==> src/rtl/wb_arb_pkg.sv <==
// Shared types and constants for the SERV ibus/dbus Wishbone arbiter.
package wb_arb_pkg;

    typedef enum logic [1:0] {
        IDLE  = 2'd0,
        GNT_I = 2'd1,
        GNT_D = 2'd2
    } arb_state_e;

    localparam logic [31:0] WB_ARB_DEAD_DATA = 32'hDEAD_BEEF;
    localparam logic [3:0]  IBUS_SEL         = 4'hF;
    localparam int unsigned TMO_CNT_W        = 16;

endpackage

==> src/rtl/wb_arb_timeout.sv <==
// Grant-duration counter for the arbiter: cleared while idle, counts un-acked granted cycles,
// flags the cycle on which the granted-cycle count reaches TIMEOUT.
module wb_arb_timeout
    import wb_arb_pkg::*;
#(
    parameter int unsigned TIMEOUT = 255
) (
    input  logic i_clk,
    input  logic i_rst_n,
    input  logic i_clear,
    input  logic i_count,
    output logic o_expired
);

    // Count starts at 0 on the first granted cycle, so cycle N sees N-1.
    localparam logic [TMO_CNT_W-1:0] LAST_CNT = TMO_CNT_W'(TIMEOUT - 1);

    logic [TMO_CNT_W-1:0] cnt_q, cnt_d;

    always_comb begin
        cnt_d = cnt_q;
        if (i_clear) begin
            cnt_d = '0;
        end else if (i_count) begin
            cnt_d = cnt_q + 1'b1;
        end
    end

    always_ff @(posedge i_clk) begin
        if (!i_rst_n) begin
            cnt_q <= '0;
        end else begin
            cnt_q <= cnt_d;
        end
    end

    assign o_expired = (cnt_q == LAST_CNT);

endmodule

==> src/rtl/wb_bus_arbiter.sv <==
// Two-master Wishbone arbiter (SERV ibus + dbus onto one port), round-robin or dbus priority.
// Optional grant timeout enabled by defining WB_ARB_TIMEOUT_EN.
module wb_bus_arbiter
    import wb_arb_pkg::*;
#(
    parameter int unsigned RR      = 1,
    parameter int unsigned TIMEOUT = 255
) (
    input  logic        i_clk,
    input  logic        i_rst_n,
    input  logic [31:0] i_wb_ibus_adr,
    input  logic        i_wb_ibus_cyc,
    output logic [31:0] o_wb_ibus_rdt,
    output logic        o_wb_ibus_ack,
    input  logic [31:0] i_wb_dbus_adr,
    input  logic [31:0] i_wb_dbus_dat,
    input  logic [3:0]  i_wb_dbus_sel,
    input  logic        i_wb_dbus_we,
    input  logic        i_wb_dbus_cyc,
    output logic [31:0] o_wb_dbus_rdt,
    output logic        o_wb_dbus_ack,
    output logic [31:0] o_wb_adr,
    output logic [31:0] o_wb_dat,
    output logic [3:0]  o_wb_sel,
    output logic        o_wb_we,
    output logic        o_wb_cyc,
    input  logic [31:0] i_wb_rdt,
    input  logic        i_wb_ack,
    output logic        o_timeout
);

    if (TIMEOUT < 1 || TIMEOUT > 65535) begin : g_bad_timeout
        $error("wb_bus_arbiter: TIMEOUT must be in 1..65535");
    end

    arb_state_e state_q, state_d;
    logic       last_dbus_q, last_dbus_d;   // 1: dbus was granted last
    logic       gnt_i, gnt_d, gnt_cyc, tmo;

    assign gnt_i   = (state_q == GNT_I);
    assign gnt_d   = (state_q == GNT_D);
    assign gnt_cyc = (gnt_i && i_wb_ibus_cyc) || (gnt_d && i_wb_dbus_cyc);

`ifdef WB_ARB_TIMEOUT_EN
    logic tmo_expired;

    wb_arb_timeout #(
        .TIMEOUT (TIMEOUT)
    ) u_timeout (
        .i_clk     (i_clk),
        .i_rst_n   (i_rst_n),
        .i_clear   (state_q == IDLE),
        .i_count   (gnt_cyc && !i_wb_ack),
        .o_expired (tmo_expired)
    );

    // A real ack in the terminal cycle takes precedence over the forced one.
    assign tmo = tmo_expired && gnt_cyc && !i_wb_ack;
`else
    assign tmo = 1'b0;
`endif

    always_comb begin
        state_d     = state_q;
        last_dbus_d = last_dbus_q;
        unique case (state_q)
            IDLE: begin
                if (i_wb_ibus_cyc && i_wb_dbus_cyc) begin
                    if (RR != 0) begin
                        state_d = last_dbus_q ? GNT_I : GNT_D;
                    end else begin
                        state_d = GNT_D;
                    end
                end else if (i_wb_dbus_cyc) begin
                    state_d = GNT_D;
                end else if (i_wb_ibus_cyc) begin
                    state_d = GNT_I;
                end
            end
            GNT_I: begin
                if (i_wb_ack || tmo || !i_wb_ibus_cyc) begin
                    state_d = IDLE;
                    if (i_wb_ack || tmo) begin
                        last_dbus_d = 1'b0;
                    end
                end
            end
            GNT_D: begin
                if (i_wb_ack || tmo || !i_wb_dbus_cyc) begin
                    state_d = IDLE;
                    if (i_wb_ack || tmo) begin
                        last_dbus_d = 1'b1;
                    end
                end
            end
            default: state_d = IDLE;
        endcase
    end

    always_ff @(posedge i_clk) begin
        if (!i_rst_n) begin
            state_q     <= IDLE;
            last_dbus_q <= 1'b0;
        end else begin
            state_q     <= state_d;
            last_dbus_q <= last_dbus_d;
        end
    end

    always_comb begin
        o_wb_adr      = gnt_i ? i_wb_ibus_adr : i_wb_dbus_adr;
        o_wb_dat      = i_wb_dbus_dat;
        o_wb_sel      = gnt_i ? IBUS_SEL : i_wb_dbus_sel;
        o_wb_we       = gnt_d && i_wb_dbus_we;
        o_wb_cyc      = gnt_cyc && !tmo;
        o_wb_ibus_ack = gnt_i && (i_wb_ack || tmo);
        o_wb_dbus_ack = gnt_d && (i_wb_ack || tmo);
        o_wb_ibus_rdt = tmo ? WB_ARB_DEAD_DATA : i_wb_rdt;
        o_wb_dbus_rdt = tmo ? WB_ARB_DEAD_DATA : i_wb_rdt;
        o_timeout     = tmo;
    end

endmodule

==> config.mk <==
export PLATFORM = sky130hd
export DESIGN_NAME = wb_bus_arbiter
export DESIGN_NICKNAME = d
export VERILOG_FILES = /design/src/rtl/wb_arb_pkg.sv /design/src/rtl/wb_arb_timeout.sv /design/src/rtl/wb_bus_arbiter.sv
export SDC_FILE = /design/constraint.sdc
export NUM_CORES = 1
export LEC_CHECK = 0
export ABC_AREA = 1
export ABC_CLOCK_PERIOD_IN_PS = 1500
export CAP_MARGIN = 10
export CORE_AREA = 4 4 105 107
export CTS_CLUSTER_DIAMETER = 50
export DETAILED_ROUTE_END_ITERATION = 6
export DIE_AREA = 0 0 109 111
export PLACE_DENSITY_LB_ADDON = 0.05
export SLEW_MARGIN = 20
export SYNTH_ARGS = -nofsm -noshare
export SYNTH_HDL_FRONTEND = slang
export SYNTH_SLANG_ARGS = --single-unit
==> constraint.sdc <==
create_clock -name i_clk -period 1.5 [get_ports i_clk]
set_clock_uncertainty 0.2 [all_clocks]
set_input_delay 0.225 -clock i_clk [delete_from_list [all_inputs] [get_ports i_clk]]
set_output_delay 0.225 -clock i_clk [all_outputs]
set_load 0.005 [all_outputs]
* Word level (Yosys, flattened, before mapping) *
Cells that the tools add are included.

operators by class
  eq/ne operators = 7
  multiplexer cells = 14
  reductions and logical operators = 15

operator list
  cell                                                  count
  2-to-1 mux 32 bit                                     1
  2-to-1 mux 2 bit                                      6
  logical AND 1 bit                                     6
  case mux 2 bit (3 select lines)                       1
  AND reduction 5 bit                                   1
  2-to-1 mux 1 bit                                      4
  2-to-1 mux 4 bit                                      1
  != test 2 x 1 -> 1 bit (second input constant)        2
  != test 2 bit (second input constant)                 2
  != test 4 bit (second input constant)                 1
  logical OR 1 bit                                      3
  AND reduction 3 bit                                   1
  equality test 2 x 1 -> 1 bit (second input constant)  1
  equality test 2 bit (second input constant)           1
  zero test 1 bit                                       2
  zero test 2 bit                                       1
  case mux 1 bit (2 select lines)                       1
  nonzero test 2 bit                                    1

storage, ports and cells
  register bits after elaboration = 3
  output and inout port bits = 137
  logic and storage cells = 38

* Longest topological paths before layout *
Gate-level depths: netlist of the first run.

  depth in word-level cells = 4
  depth in mapped cells = 8
  depth with buffers taken out = 7

* Least setup slack after synthesis of the first run *
OpenSTA, ideal clock, no wires.

  path type = register -> output
  start point = reg state_q[0]
  end point = out o_wb_adr[15]
  slack = 0.178 ns
  path buffers = 2
  data arrival time = 0.897 ns
  required time = 1.075 ns
  stages on the path, launching flop included = 7
  cells stage by stage = dfxtp_1 inv_2 nor2_2 buf_6 buf_4 nand2_1 nand2_1

between the ends
  longest elaborated chain between the ends = 2

RTL lines
  item                          RTL line               text
  start, declared               wb_bus_arbiter.sv:36   arb_state_e state_q, state_d;
  start signal, assigned        wb_bus_arbiter.sv:105  state_q <= state_d;
  equality test 2 x 1 -> 1 bit  wb_bus_arbiter.sv:40   assign gnt_i = (state_q == GNT_I);
  2-to-1 mux 32 bit             wb_bus_arbiter.sv:111  o_wb_adr = gnt_i ? i_wb_ibus_adr : i_wb_dbus_adr;
  end, declared                 wb_bus_arbiter.sv:22   output logic [31:0] o_wb_adr,

Every way passes these cells.

* Worst setup path in the final report of the first run *
  start point = reg state_q[1]
  end point = out o_wb_adr[24]

The elaborated chain is that of the path after synthesis.

==> results of run 1 <==
## state kept, by name, indices dropped and copies added (netlist names)
register	flops
last_dbus_q	1
state_q	2
## final timing paths
kind / end / cells after the start
hold reg to reg: last_dbus_q / 2
hold / removal: o_wb_dat[0] / 0
setup / recovery: o_wb_adr[24] / 8
setup reg to reg: state_q[0] / 11
## cell usage after synthesis, drive strengths merged
cell type	n	area share, %
nor2	10	2.9
o22ai	1	0.45
dfxtp	3	4.3
buf	104	57
nand2	105	29
inv	11	3.0
or2	4	1.8
conb	1	0.27
o21ai	1	0.36
nand3	2	1.1
a21oi	2	0.72
## worst register-to-register path, stage by stage (launching register included)
cell	delay (ns)
dfxtp_4	0.35
nor2_4	0.15
buf_6	0.13
buf_8	0.12
buf_6	0.10
buf_6	0.08
buf_6	0.08
nand2_4	0.03
nand3_2	0.07
nand2_1	0.05
nand2_1	0.05
nor2_1	0.04
## where the power goes
part           leakage, uW  internal [uW]  total, uW  switching [uW]
Sequential       0.0000257           89.2       96.0            6.84
Combinational      0.00117            670       1100             429
Clock            0.0000228            181        234            52.9
## timing repair
action / in CTS / in global routing
pin swaps: 7 / 9
setup buffers: 18 / 1
resized for setup: 225 / 54
hold buffers: 0 / 0
cloned: 3 / 0
setup endpoints to repair: 40 / 42
## metrics by stage
step,power [uW],instance area [um^2],hold WS (ns)
5_1_grt,1560,2520,0.250
3_3_place_gp,952,2050,0.250
4_1_cts,1370,2340,0.250
2_1_floorplan,565,1390,0.145
3_5_place_dp,944,2050,0.250
6_report,1430,2520,0.250
## kinds of logic after synthesis
group	Yosys count	share of synthesized area [%]
buffers and inverters	115	59.5
AO/OA/AOI/OAI	4	1.53
flip-flops	3	4.33
other	1	0.270
AND/OR/NAND/NOR	121	34.4
## metal layers
metal / vias up / GRT usage (%) / routed length, um
met3: 30 / 2.91 / 613
met1: 631 / 7.99 / 1690
met5: - / 0 / 0
met4: 0 / 4.29 / 205
li1: 722 / - / -
met2: 73 / 15.0 / 2720
## layout make-up
| class | count | area (um^2) |
|---|---|---|
| repair buffers | 147 | 1460 |
| multi-input cells | 126 | 734 |
| clock buffers | 4 | 45.0 |
| fillers | 1143 | 7610 |
| flip-flops and latches | 3 | 65.1 |
| inverters | 11 | 53.8 |
| well taps | 136 | 170 |
==> reports/qor.txt, run 1 <==
RSZ-0062 raised after global routing: yes
R2R Setup Slk: -0.06 ns
placed cells: 403
Vias per Instance: 3.41
Remaining DRCs: 0
final core occ: 24.9%
crit-path leading delay family: buffers and inverters
Critical Path Source: state_q[1]
period utilization: 118%
endpoints failing setup: 41
Peak supply drop: 0.000169 V
Starting Density: 13.7%
status: complete, but fails checks
Die Y: 111 um
CP peak stage delay: 0.35 ns
violated checks: setup timing
slowest library cell on the worst path: dfxtp_4
critical path arrival: 1.34 ns
Yosys reg bits: 3
I/O Pins: 275
drt wl/cell: 12.3 um
CTS Sinks: 3
setup TNS: -7.61 ns
Mapped Cells: 244
largest net degree at the start of global routing: 9
total CTS buffers: 3
pre-CTS WS: -0.419 ns
commonest non-fill, non-tap cell in the layout: clkdlybuf4s50_1
Pwr per Cell Area: 566 nW/um^2
Post-Syn Nets: 382
Total GRT Usage: 8.25%
Reg clk slew, reported paths: 0.03 ns
die width: 109 um
CTS tree: built
root buffer cell: clkbuf_8
layout cells sized above 1: 48.8%
DRT antenna net count: 0
CP bufs+invs: 5
Worst-Skew Late Latency: 0.21 ns
Buffers on Ports: 113
sequential area share after synthesis: 4.33%
CP Capture Type: output pin
DP HPWL: 3950 um
Core ar.: 10100 um^2
CP Cell Sequence: nor2_4 -> buf_6 -> inv_12 -> buf_12 -> buf_6 -> nand2_2 -> nand2_1 -> buf_2
htree depth: 1
WP data required: 1.07 ns
# rows: 37
die area: 12100 um^2
Tmin final: 1.77 ns
Max-Cap Viols: 0
mean post-synth cell area: 5.69 um^2
ANT cells: 0
Final nets: 430
first-pass GRT wire length: 7880 um
post-synth cell types: 17
initial antenna violation count: 0
hold crit path type: primary input to output pin
Slew Viols, Final: 0
CP most frequent cell: buf_6
clk buf depth: 2
final hold violation count: 0
RR Startpoint: state_q[1]
Total Wirelength: 5230 um
Peak Freq: 0.566 GHz
DR pass1 iterations: 4
vias in the first global route: 1554
Placer Congestion: 0.688
most frequent cells in the layout: clkdlybuf4s50_1, nand2_1, nand2_2
WS Path Type: flop to output pin
routed vias: 1456
Post-Layout Cell Count: 427
GRT overflow: 0
Cell Area, Synth: 1390 um^2
leak pwr: 0.00122 uW
Ys Warns: 0
Worst Setup Slack, final: -0.265 ns
Area Overhead vs Synth: 81.9%
hold_sp: i_wb_dbus_dat[0]
crit start category: flop
crit path max fanout: 6
Iteration-0 DRC Markers: 23
Power figures use the tool's default switching activity.
==> run 2: changes to the inputs <==
Settings changed: SLEW_MARGIN 20 to 25.
==> results of run 2 <==
Same layout as run 1: the final DEF is identical, and so are final timing and power.
